==> src/rtl/alu_ctrl_pkg.sv <==
// Shared constants for the ALU control sequencer: control codes,
// ALUOp classes, R-type funct values and FSM state encoding.
package alu_ctrl_pkg;

  localparam logic [3:0] C_AND  = 4'd0;
  localparam logic [3:0] C_OR   = 4'd1;
  localparam logic [3:0] C_ADD  = 4'd2;
  localparam logic [3:0] C_SUB  = 4'd3;
  localparam logic [3:0] C_SLT  = 4'd4;
  localparam logic [3:0] C_XOR  = 4'd7;
  localparam logic [3:0] C_NOR  = 4'd8;
  localparam logic [3:0] C_SLL  = 4'd9;
  localparam logic [3:0] C_SRL  = 4'd10;
  localparam logic [3:0] C_MULT = 4'd11;
  localparam logic [3:0] C_NOP  = 4'd12;
  localparam logic [3:0] C_LUI  = 4'd13;
  localparam logic [3:0] C_DIV  = 4'd14;

  localparam int AOP_R     = 1;
  localparam int AOP_ADDI  = 2;
  localparam int AOP_SLTI  = 3;
  localparam int AOP_XORI  = 4;
  localparam int AOP_NORI  = 5;
  localparam int AOP_SLLI  = 6;
  localparam int AOP_SRLI  = 7;
  localparam int AOP_LOAD  = 8;
  localparam int AOP_STORE = 9;
  localparam int AOP_NOP   = 10;
  localparam int AOP_LUI   = 11;

  localparam int F_ADD  = 32;
  localparam int F_SUB  = 34;
  localparam int F_AND  = 36;
  localparam int F_OR   = 37;
  localparam int F_SLT  = 42;
  localparam int F_MULT = 24;
  localparam int F_DIV  = 26;

  typedef enum logic {
    S_IDLE  = 1'b0,
    S_MULTI = 1'b1
  } state_e;

endpackage

==> src/rtl/alu_ctrl_decode.sv <==
// Combinational ALUOp/funct -> ALU control code decoder.
// Define ALU_CTRL_DIV_EN to decode funct 26 as multi-cycle DIV.
module alu_ctrl_decode
  import alu_ctrl_pkg::*;
#(
  parameter int FUNCT_W = 6,
  parameter int ALUOP_W = 4,
  parameter int CTRL_W  = 4
) (
  input  logic [FUNCT_W-1:0] funct_i,
  input  logic [ALUOP_W-1:0] aluop_i,
  output logic [CTRL_W-1:0]  code_o,
  output logic               is_multi_o,
  output logic               illegal_o
);

  logic [3:0] r_code;
  logic       r_multi;
  logic       r_ill;
  logic [3:0] code;

  always_comb begin
    r_code  = C_NOP;
    r_multi = 1'b0;
    r_ill   = 1'b0;
    unique case (1'b1)
      (funct_i == FUNCT_W'(F_ADD)): r_code = C_ADD;
      (funct_i == FUNCT_W'(F_SUB)): r_code = C_SUB;
      (funct_i == FUNCT_W'(F_AND)): r_code = C_AND;
      (funct_i == FUNCT_W'(F_OR)):  r_code = C_OR;
      (funct_i == FUNCT_W'(F_SLT)): r_code = C_SLT;
      (funct_i == FUNCT_W'(F_MULT)): begin
        r_code  = C_MULT;
        r_multi = 1'b1;
      end
`ifdef ALU_CTRL_DIV_EN
      (funct_i == FUNCT_W'(F_DIV)): begin
        r_code  = C_DIV;
        r_multi = 1'b1;
      end
`endif
      default: r_ill = 1'b1;
    endcase
  end

  always_comb begin
    code       = C_NOP;
    is_multi_o = 1'b0;
    illegal_o  = 1'b0;
    unique case (1'b1)
      (aluop_i == ALUOP_W'(AOP_R)): begin
        code       = r_code;
        is_multi_o = r_multi;
        illegal_o  = r_ill;
      end
      (aluop_i == ALUOP_W'(AOP_ADDI)),
      (aluop_i == ALUOP_W'(AOP_LOAD)),
      (aluop_i == ALUOP_W'(AOP_STORE)):
        code = C_ADD;
      (aluop_i == ALUOP_W'(AOP_SLTI)): code = C_SLT;
      (aluop_i == ALUOP_W'(AOP_XORI)): code = C_XOR;
      (aluop_i == ALUOP_W'(AOP_NORI)): code = C_NOR;
      (aluop_i == ALUOP_W'(AOP_SLLI)): code = C_SLL;
      (aluop_i == ALUOP_W'(AOP_SRLI)): code = C_SRL;
      (aluop_i == ALUOP_W'(AOP_NOP)):  code = C_NOP;
      (aluop_i == ALUOP_W'(AOP_LUI)):  code = C_LUI;
      default: code = C_NOP;
    endcase
  end

  assign code_o = CTRL_W'(code);

endmodule

==> src/rtl/alu_ctrl_seq.sv <==
// ALU control sequencer: registered decode with multi-cycle MULT/DIV.
// Define ALU_CTRL_DIV_EN to enable the DIV_LAT-cycle DIV operation.
module alu_ctrl_seq
  import alu_ctrl_pkg::*;
#(
  parameter int FUNCT_W = 6,
  parameter int ALUOP_W = 4,
  parameter int CTRL_W  = 4,
  parameter int MUL_LAT = 4,
  parameter int DIV_LAT = 8
) (
  input  logic               clk_i,
  input  logic               rst_i,
  input  logic               valid_i,
  input  logic [FUNCT_W-1:0] funct_i,
  input  logic [ALUOP_W-1:0] ALUOp_i,
  input  logic               flush_i,
  output logic               ready_o,
  output logic [CTRL_W-1:0]  ALUCtrl_o,
  output logic               ctrl_valid_o,
  output logic               busy_o,
  output logic               done_o,
  output logic               err_o
);

  localparam int MAX_LAT =
    (MUL_LAT > DIV_LAT) ? MUL_LAT : DIV_LAT;
  localparam int CNT_W = $clog2(MAX_LAT + 1);
  localparam logic [CNT_W-1:0] MUL_LD =
    CNT_W'(MUL_LAT - 1);
`ifdef ALU_CTRL_DIV_EN
  localparam logic [CNT_W-1:0] DIV_LD =
    CNT_W'(DIV_LAT - 1);
`endif

  state_e            state_q, state_d;
  logic [CNT_W-1:0]  cnt_q, cnt_d;
  logic [CTRL_W-1:0] ctrl_q, ctrl_d;
  logic              cvalid_q, cvalid_d;
  logic              err_q, err_d;

  logic [CTRL_W-1:0] dec_code;
  logic              dec_multi;
  logic              dec_ill;
  logic              ready;
  logic              accept;
  logic [CNT_W-1:0]  cnt_ld;

  alu_ctrl_decode #(
    .FUNCT_W (FUNCT_W),
    .ALUOP_W (ALUOP_W),
    .CTRL_W  (CTRL_W)
  ) u_dec (
    .funct_i    (funct_i),
    .aluop_i    (ALUOp_i),
    .code_o     (dec_code),
    .is_multi_o (dec_multi),
    .illegal_o  (dec_ill)
  );

  assign ready  = (state_q == S_IDLE) && !flush_i;
  assign accept = valid_i && ready;

`ifdef ALU_CTRL_DIV_EN
  assign cnt_ld = (dec_code == CTRL_W'(C_DIV)) ?
                  DIV_LD : MUL_LD;
`else
  assign cnt_ld = MUL_LD;
`endif

  always_ff @(posedge clk_i or negedge rst_i) begin
    if (!rst_i) begin
      state_q <= S_IDLE;
      cnt_q   <= '0;
    end else begin
      state_q <= state_d;
      cnt_q   <= cnt_d;
    end
  end

  // Flush wins over everything, including a same-cycle request.
  always_comb begin
    state_d = state_q;
    cnt_d   = cnt_q;
    if (flush_i) begin
      state_d = S_IDLE;
      cnt_d   = '0;
    end else if (state_q == S_MULTI) begin
      if (cnt_q == '0) state_d = S_IDLE;
      else             cnt_d   = cnt_q - 1'b1;
    end else if (accept && dec_multi) begin
      state_d = S_MULTI;
      cnt_d   = cnt_ld;
    end
  end

  always_comb begin
    ctrl_d   = ctrl_q;
    cvalid_d = 1'b0;
    err_d    = 1'b0;
    if (flush_i) begin
      ctrl_d = CTRL_W'(C_NOP);
    end else if (state_q == S_MULTI) begin
      cvalid_d = (cnt_q != '0);
    end else if (accept) begin
      ctrl_d   = dec_code;
      cvalid_d = 1'b1;
      err_d    = dec_ill;
    end
  end

  always_ff @(posedge clk_i or negedge rst_i) begin
    if (!rst_i) begin
      ctrl_q   <= CTRL_W'(C_NOP);
      cvalid_q <= 1'b0;
      err_q    <= 1'b0;
    end else begin
      ctrl_q   <= ctrl_d;
      cvalid_q <= cvalid_d;
      err_q    <= err_d;
    end
  end

  always_comb begin
    ready_o      = ready;
    ALUCtrl_o    = ctrl_q;
    ctrl_valid_o = cvalid_q;
    err_o        = err_q;
    busy_o       = (state_q == S_MULTI);
    done_o       = busy_o && (cnt_q == '0) && !flush_i;
  end

endmodule
==> config.mk <==
export PLATFORM = sky130hd
export DESIGN_NAME = alu_ctrl_seq
export DESIGN_NICKNAME = d
export VERILOG_FILES = /design/src/rtl/alu_ctrl_pkg.sv /design/src/rtl/alu_ctrl_decode.sv /design/src/rtl/alu_ctrl_seq.sv
export SDC_FILE = /design/constraint.sdc
export NUM_CORES = 1
export LEC_CHECK = 0
export ABC_CLOCK_PERIOD_IN_PS = 1700
export CORE_AREA = 2 2 51 53
export DETAILED_ROUTE_END_ITERATION = 12
export DIE_AREA = 0 0 53 55
export HOLD_SLACK_MARGIN = 0.06
export PLACE_DENSITY_LB_ADDON = 0.1
export SLEW_MARGIN = 20
export SYNTH_ARGS = -nofsm -noshare
export SYNTH_HDL_FRONTEND = slang
export SYNTH_SLANG_ARGS = --single-unit
==> constraint.sdc <==
create_clock -name clk_i -period 1.7 [get_ports clk_i]
set_clock_uncertainty 0.2 [all_clocks]
set_input_delay 0.255 -clock clk_i [delete_from_list [all_inputs] [get_ports clk_i]]
set_output_delay 0.255 -clock clk_i [all_outputs]
set_load 0.02 [all_outputs]
Yosys cells after proc, flatten, opt, wreduce, memory -nomap -nowiden
Index checks and enable logic that the tools add are counted.
{"block": "totals", "register_bits": 11, "inputBits": 14, "out_inout_bits": 9, "elab_cells": 62}
{"block": "classes", "n_addsub": 1, "eq_ne": 18, "muxes": 23, "bitwise": 1, "n_reduce_logical": 14}
{"op": "one-hot mux 4 bit (8 select lines)", "n": 1}
{"op": "== test 6 bit, second input constant", "n": 5}
{"op": "two-way mux 4 bit", "n": 7}
{"op": "one-hot mux 4 bit (6 select lines)", "n": 1}
{"op": "== test 4 x 3 -> 1 bit, second input constant", "n": 4}
{"op": "two-way mux 1 bit", "n": 14}
{"op": "== test 4 bit, second input constant", "n": 3}
{"op": "== test 4 x 2 -> 1 bit, second input constant", "n": 2}
{"op": "== test 6 x 5 -> 1 bit, second input constant", "n": 1}
{"op": "OR reduction 6 bit", "n": 1}
{"op": "logical AND 1 bit", "n": 5}
{"op": "== test 4 x 1 -> 1 bit, second input constant", "n": 1}
{"op": "zero test 4 bit", "n": 1}
{"op": "AND reduction 2 bit", "n": 2}
{"op": "nonzero test 4 bit", "n": 1}
{"op": "subtractor 4 x 1 -> 4 bit, second input constant", "n": 1}
{"op": "!= test 3 bit, second input constant", "n": 1}
{"op": "nonzero test 3 bit", "n": 1}
{"op": "OR reduction 3 bit", "n": 1}
{"op": "!= test 2 bit, second input constant", "n": 1}
{"op": "nonzero test 2 bit", "n": 1}
{"op": "zero test 1 bit", "n": 1}
{"op": "NOT 1 bit", "n": 1}

Depth between registers and ports, before layout
{"block": "depth", "depth_word": 7, "depth_mapped": 6}

Cells and area by module
A second synthesis with hierarchy kept.
{"block": "unflattened", "hier_cells": 95, "hier_area_um2": 807.0}
{"module": "alu_ctrl_seq", "instances": 1, "cells_per_inst": 53, "area_each_um2": 541.8, "seq_area_each_um2": 277.8}
{"module": "alu_ctrl_decode", "instances": 1, "cells_per_inst": 42, "area_each_um2": 265.3, "seq_area_each_um2": 0.0}

Least setup slack after synthesis
No wires, ideal clock.
{"block": "synth_path", "kind": "reg-to-output", "from": "register cnt_q[0]", "to": "output done_o", "arrival_time_ns": 1.613, "required_ns": 1.245, "slack_ns": -0.368, "stages_incl_launch_ff": 5, "n_path_buf": 0, "path_cell_list": "dfrtp_1 -> inv_1 -> ha_1 -> or3b_2 -> nor3b_1"}
{"block": "synth_via", "elab_chain_len": 3}
{"element": "from (decl)", "line_no": "alu_ctrl_seq.sv:37", "source": "logic [CNT_W-1:0] cnt_q, cnt_d;"}
{"element": "from (signal assigned)", "line_no": "alu_ctrl_seq.sv:77", "source": "cnt_q <= cnt_d;"}
{"element": "zero test 4 bit", "line_no": "alu_ctrl_seq.sv:130", "source": "done_o = busy_o && (cnt_q == '0) && !flush_i;"}
{"element": "logical AND 1 bit (2 in a row)", "line_no": "alu_ctrl_seq.sv:130"}
{"element": "to (decl)", "line_no": "alu_ctrl_seq.sv:22", "source": "output logic done_o,"}
Every way passes these cells.

Final worst setup path
Same ends and word-level chain as after synthesis.

==> flow_summary.toml <==
[logic_synthesis]
ys_async_sr_fraction = 1.00
yosysSeqAreaShare = 0.355
yosysTopAreaCell = "dfrtp_1"
synth_area_um2 = 782
avgSynthCellArea_um2 = 8.89
synthTopCellsByArea = "dfrtp_1, dfstp_2, nor2_1"
ys_warn_count = 0
synth_common_cells = "nor2_1, dfrtp_1, nand3_1, o21ai_0"
synth_edf_count = 0
syn_nets = 104
yosysUniqueCellTypes = 36
ys_seq_elements = 11
yosysMostFrequentCell = "nor2_1"
syn_inst = 88
synth_top_area_frac = 0.288
ys_dominant_reg_cell = "dfrtp_1"

[timing]
worstMarginPinSlew_ns = 0.496
worst_slack_ns = -0.337
period_share = 1.20
whs_ns = 0.112
rsz0062_at_grt = "yes"
timing.setup.tns_ns = -1.26
relSlewSlack = 0.668
hold_violations = 0
fmax_mhz = 491
min_period_ns = 2.04
finalSetupViolations = 6
slew_violations = 0

[die]
coreArea_um2 = 2360
die_w_um = 53
rows = 18
initial_core_util = 0.331
die_h_um = 55
dieArea_um2 = 2920
pin_count = 23

[cells_and_area]
insertedDiodeCount = 0
drive_above_1_share = 0.424
stdcell_count = 174
finalNetCount = 161
final_util = 0.595
fillCellCount = 222
area_delta_synth_final_pct = 79.8
stdcell_area_um2 = 1410

[detailed_routing]
ant_nets = 0
wire_per_inst_um = 12.5
first_iter_violations = 4
num_vias = 867
vias_per_cell = 4.98
dr.pass1.iters = 2
wl_um = 2170
drc = 0

[global_route]
groute.usage.overall = 0.173
grt_pass1_wl_um = 3630
antenna_found_initial = 0
grt_pass1_vias = 879
grt_max_degree = 13
grt_overflow = 0

[cts]
cts_htree_levels = 1
cts-root-buf = "clkbuf_4"
cts_tree = "built"
cts_buffers = 3
clkTransAtPathRegs_ns = 0.07
cts_hold_buffers = 0
clockBufferDepth = 2
cts_sinks = 11
insertion_delay_ns = 0.27

[worst_setup_path]
cp.arrival_ns = 1.58
crit_path_max_fanout = 2
start_kind = "flip-flop"
cp_cell_sequence = "inv_2, ha_4, or3b_4, nor3b_4, buf_6"
crit_slowest_cell = "or3b_4"
max_stage_delay_ns = 0.39
reg2regPathDepth = 8
worstSetupEndpointType = "output port"
rrSetupSlack_ns = -0.28
cp.required_ns = 1.24
path_class = "flip-flop to output port"
r2r-end = "cnt_q[1]"
worstReg2RegStart = "cnt_q[0]"

[place]
dpl_cell_area_um2 = 1250
dp_hpwl_um = 1600
gp_congestion = 0.831
dp_cells = 165
numPortBuffers = 22

[power]
vdd_drop_max_v = 0.000289
power_frac_seq = 0.441
switchingPower_w = 0.000172
clock_power_share = 0.290
pwr-share-comb = 0.269
p_int_w = 0.000449
power.leakage_nw = 0.679
switching_share = 0.277
power.density_nw_per_um2 = 442

[worst_hold_path]
hold_path_class = "input port to asynchronous set/reset pin"

[run_status]
status = "finished with violations"
violations = "negative setup slack"

[run]
cap_violations = 0
layer usage:
| metal | vias to the layer above | GRT usage | routed length, um |
|---|---|---|---|
| met1 | 394 | 0.191 | 907 |
| met5 | - | 0 | 0 |
| met4 | 0 | 0.103 | 65 |
| met3 | 7 | 0.0296 | 89 |
| li1 | 443 | - | - |
| met2 | 23 | 0.315 | 1110 |
kinds of logic (layout without fill, tap and decap cells):
logic type / Yosys count / after routing / share of synthesized area
compound gates: 22 / 22 / 0.197
buf+inv: 5 / 61 / 0.0240
fa+ha+maj: 2 / 2 / 0.0320
mux: 1 / 1 / 0.0128
xor+xnor: 2 / 2 / 0.0224
flops: 11 / 11 / 0.355
simple gates: 45 / 45 / 0.357
cell usage in the layout, fill, tap and decap left out, types with 3 or more instances in the layout:
cell             instances
buf_4                   31
clkbuf_4                 3
nor2b_1                  4
o21ai_0                  5
nand2_1                  3
dfrtp_1                  8
dlymetal6s2s_1           6
dlygate4sd2_1            9
nand3_1                  4
nor2_1                   9
a21oi_1                  4
clkdlybuf4s50_1          6
worst max path at each step:
| stage | to | startpoint | cells after the start |
|---|---|---|---|
| 6_report | done_o | cnt_q[0] | 5 |
| 3_5_place_dp | cnt_q[1] | ALUOp_i[1] | 5 |
| 4_1_cts | done_o | cnt_q[1] | 5 |
| 2_1_floorplan | done_o | cnt_q[0] | 4 |
| 3_3_place_gp | done_o | cnt_q[0] | 5 |
| 5_1_grt | done_o | cnt_q[0] | 5 |
stage by stage:
stage,power [W],setup WS (ns)
after floorplan,0.000340,-0.0272
after global placement,0.000445,-0.494
after detailed placement,0.000446,-0.538
after CTS,0.000623,-0.329
after global routing,0.000660,-0.401
final,0.000621,-0.337
state kept, by name (all words and copies together), names as in the netlist:
signal,count
err_o,1
ctrl_valid_o,1
busy_o,1
cnt_q,4
ALUCtrl_o,4
worst max-delay path: cells and delay by family, from the launching register on:
family,cells,cell delay (ns)
adder cells (fa/ha/maj),1,0.12
buffers and inverters,2,0.22
flip-flops,1,0.38
AND/OR/NAND/NOR,2,0.59
area by class of cell:
type	instances	area (um2)	share of cell area
clock buffer	4	26.3	0.0187
inverter	3	11.3	0.00801
multi-input combinational	72	583	0.415
sequential	11	279	0.198
tap	30	37.5	0.0267
timing repair buffer	54	469	0.334
power by group through the flow:
stage          clock (W)  combinational, W  sequential, W
6_report        0.000180          0.000167       0.000274
5_1_grt         0.000201          0.000183       0.000276
4_1_cts         0.000185          0.000163       0.000274
3_5_place_dp           0          0.000167       0.000279
3_3_place_gp           0          0.000165       0.000279
2_1_floorplan          0         0.0000513       0.000289
timing repair:
action,in CTS,in global routing
endpoints found under the setup margin,15,13
cloned,0,0
pin swaps,6,7
gates resized for setup,26,15
buffers inserted,3,3
Note: power is estimated with default switching activity, not from simulation.
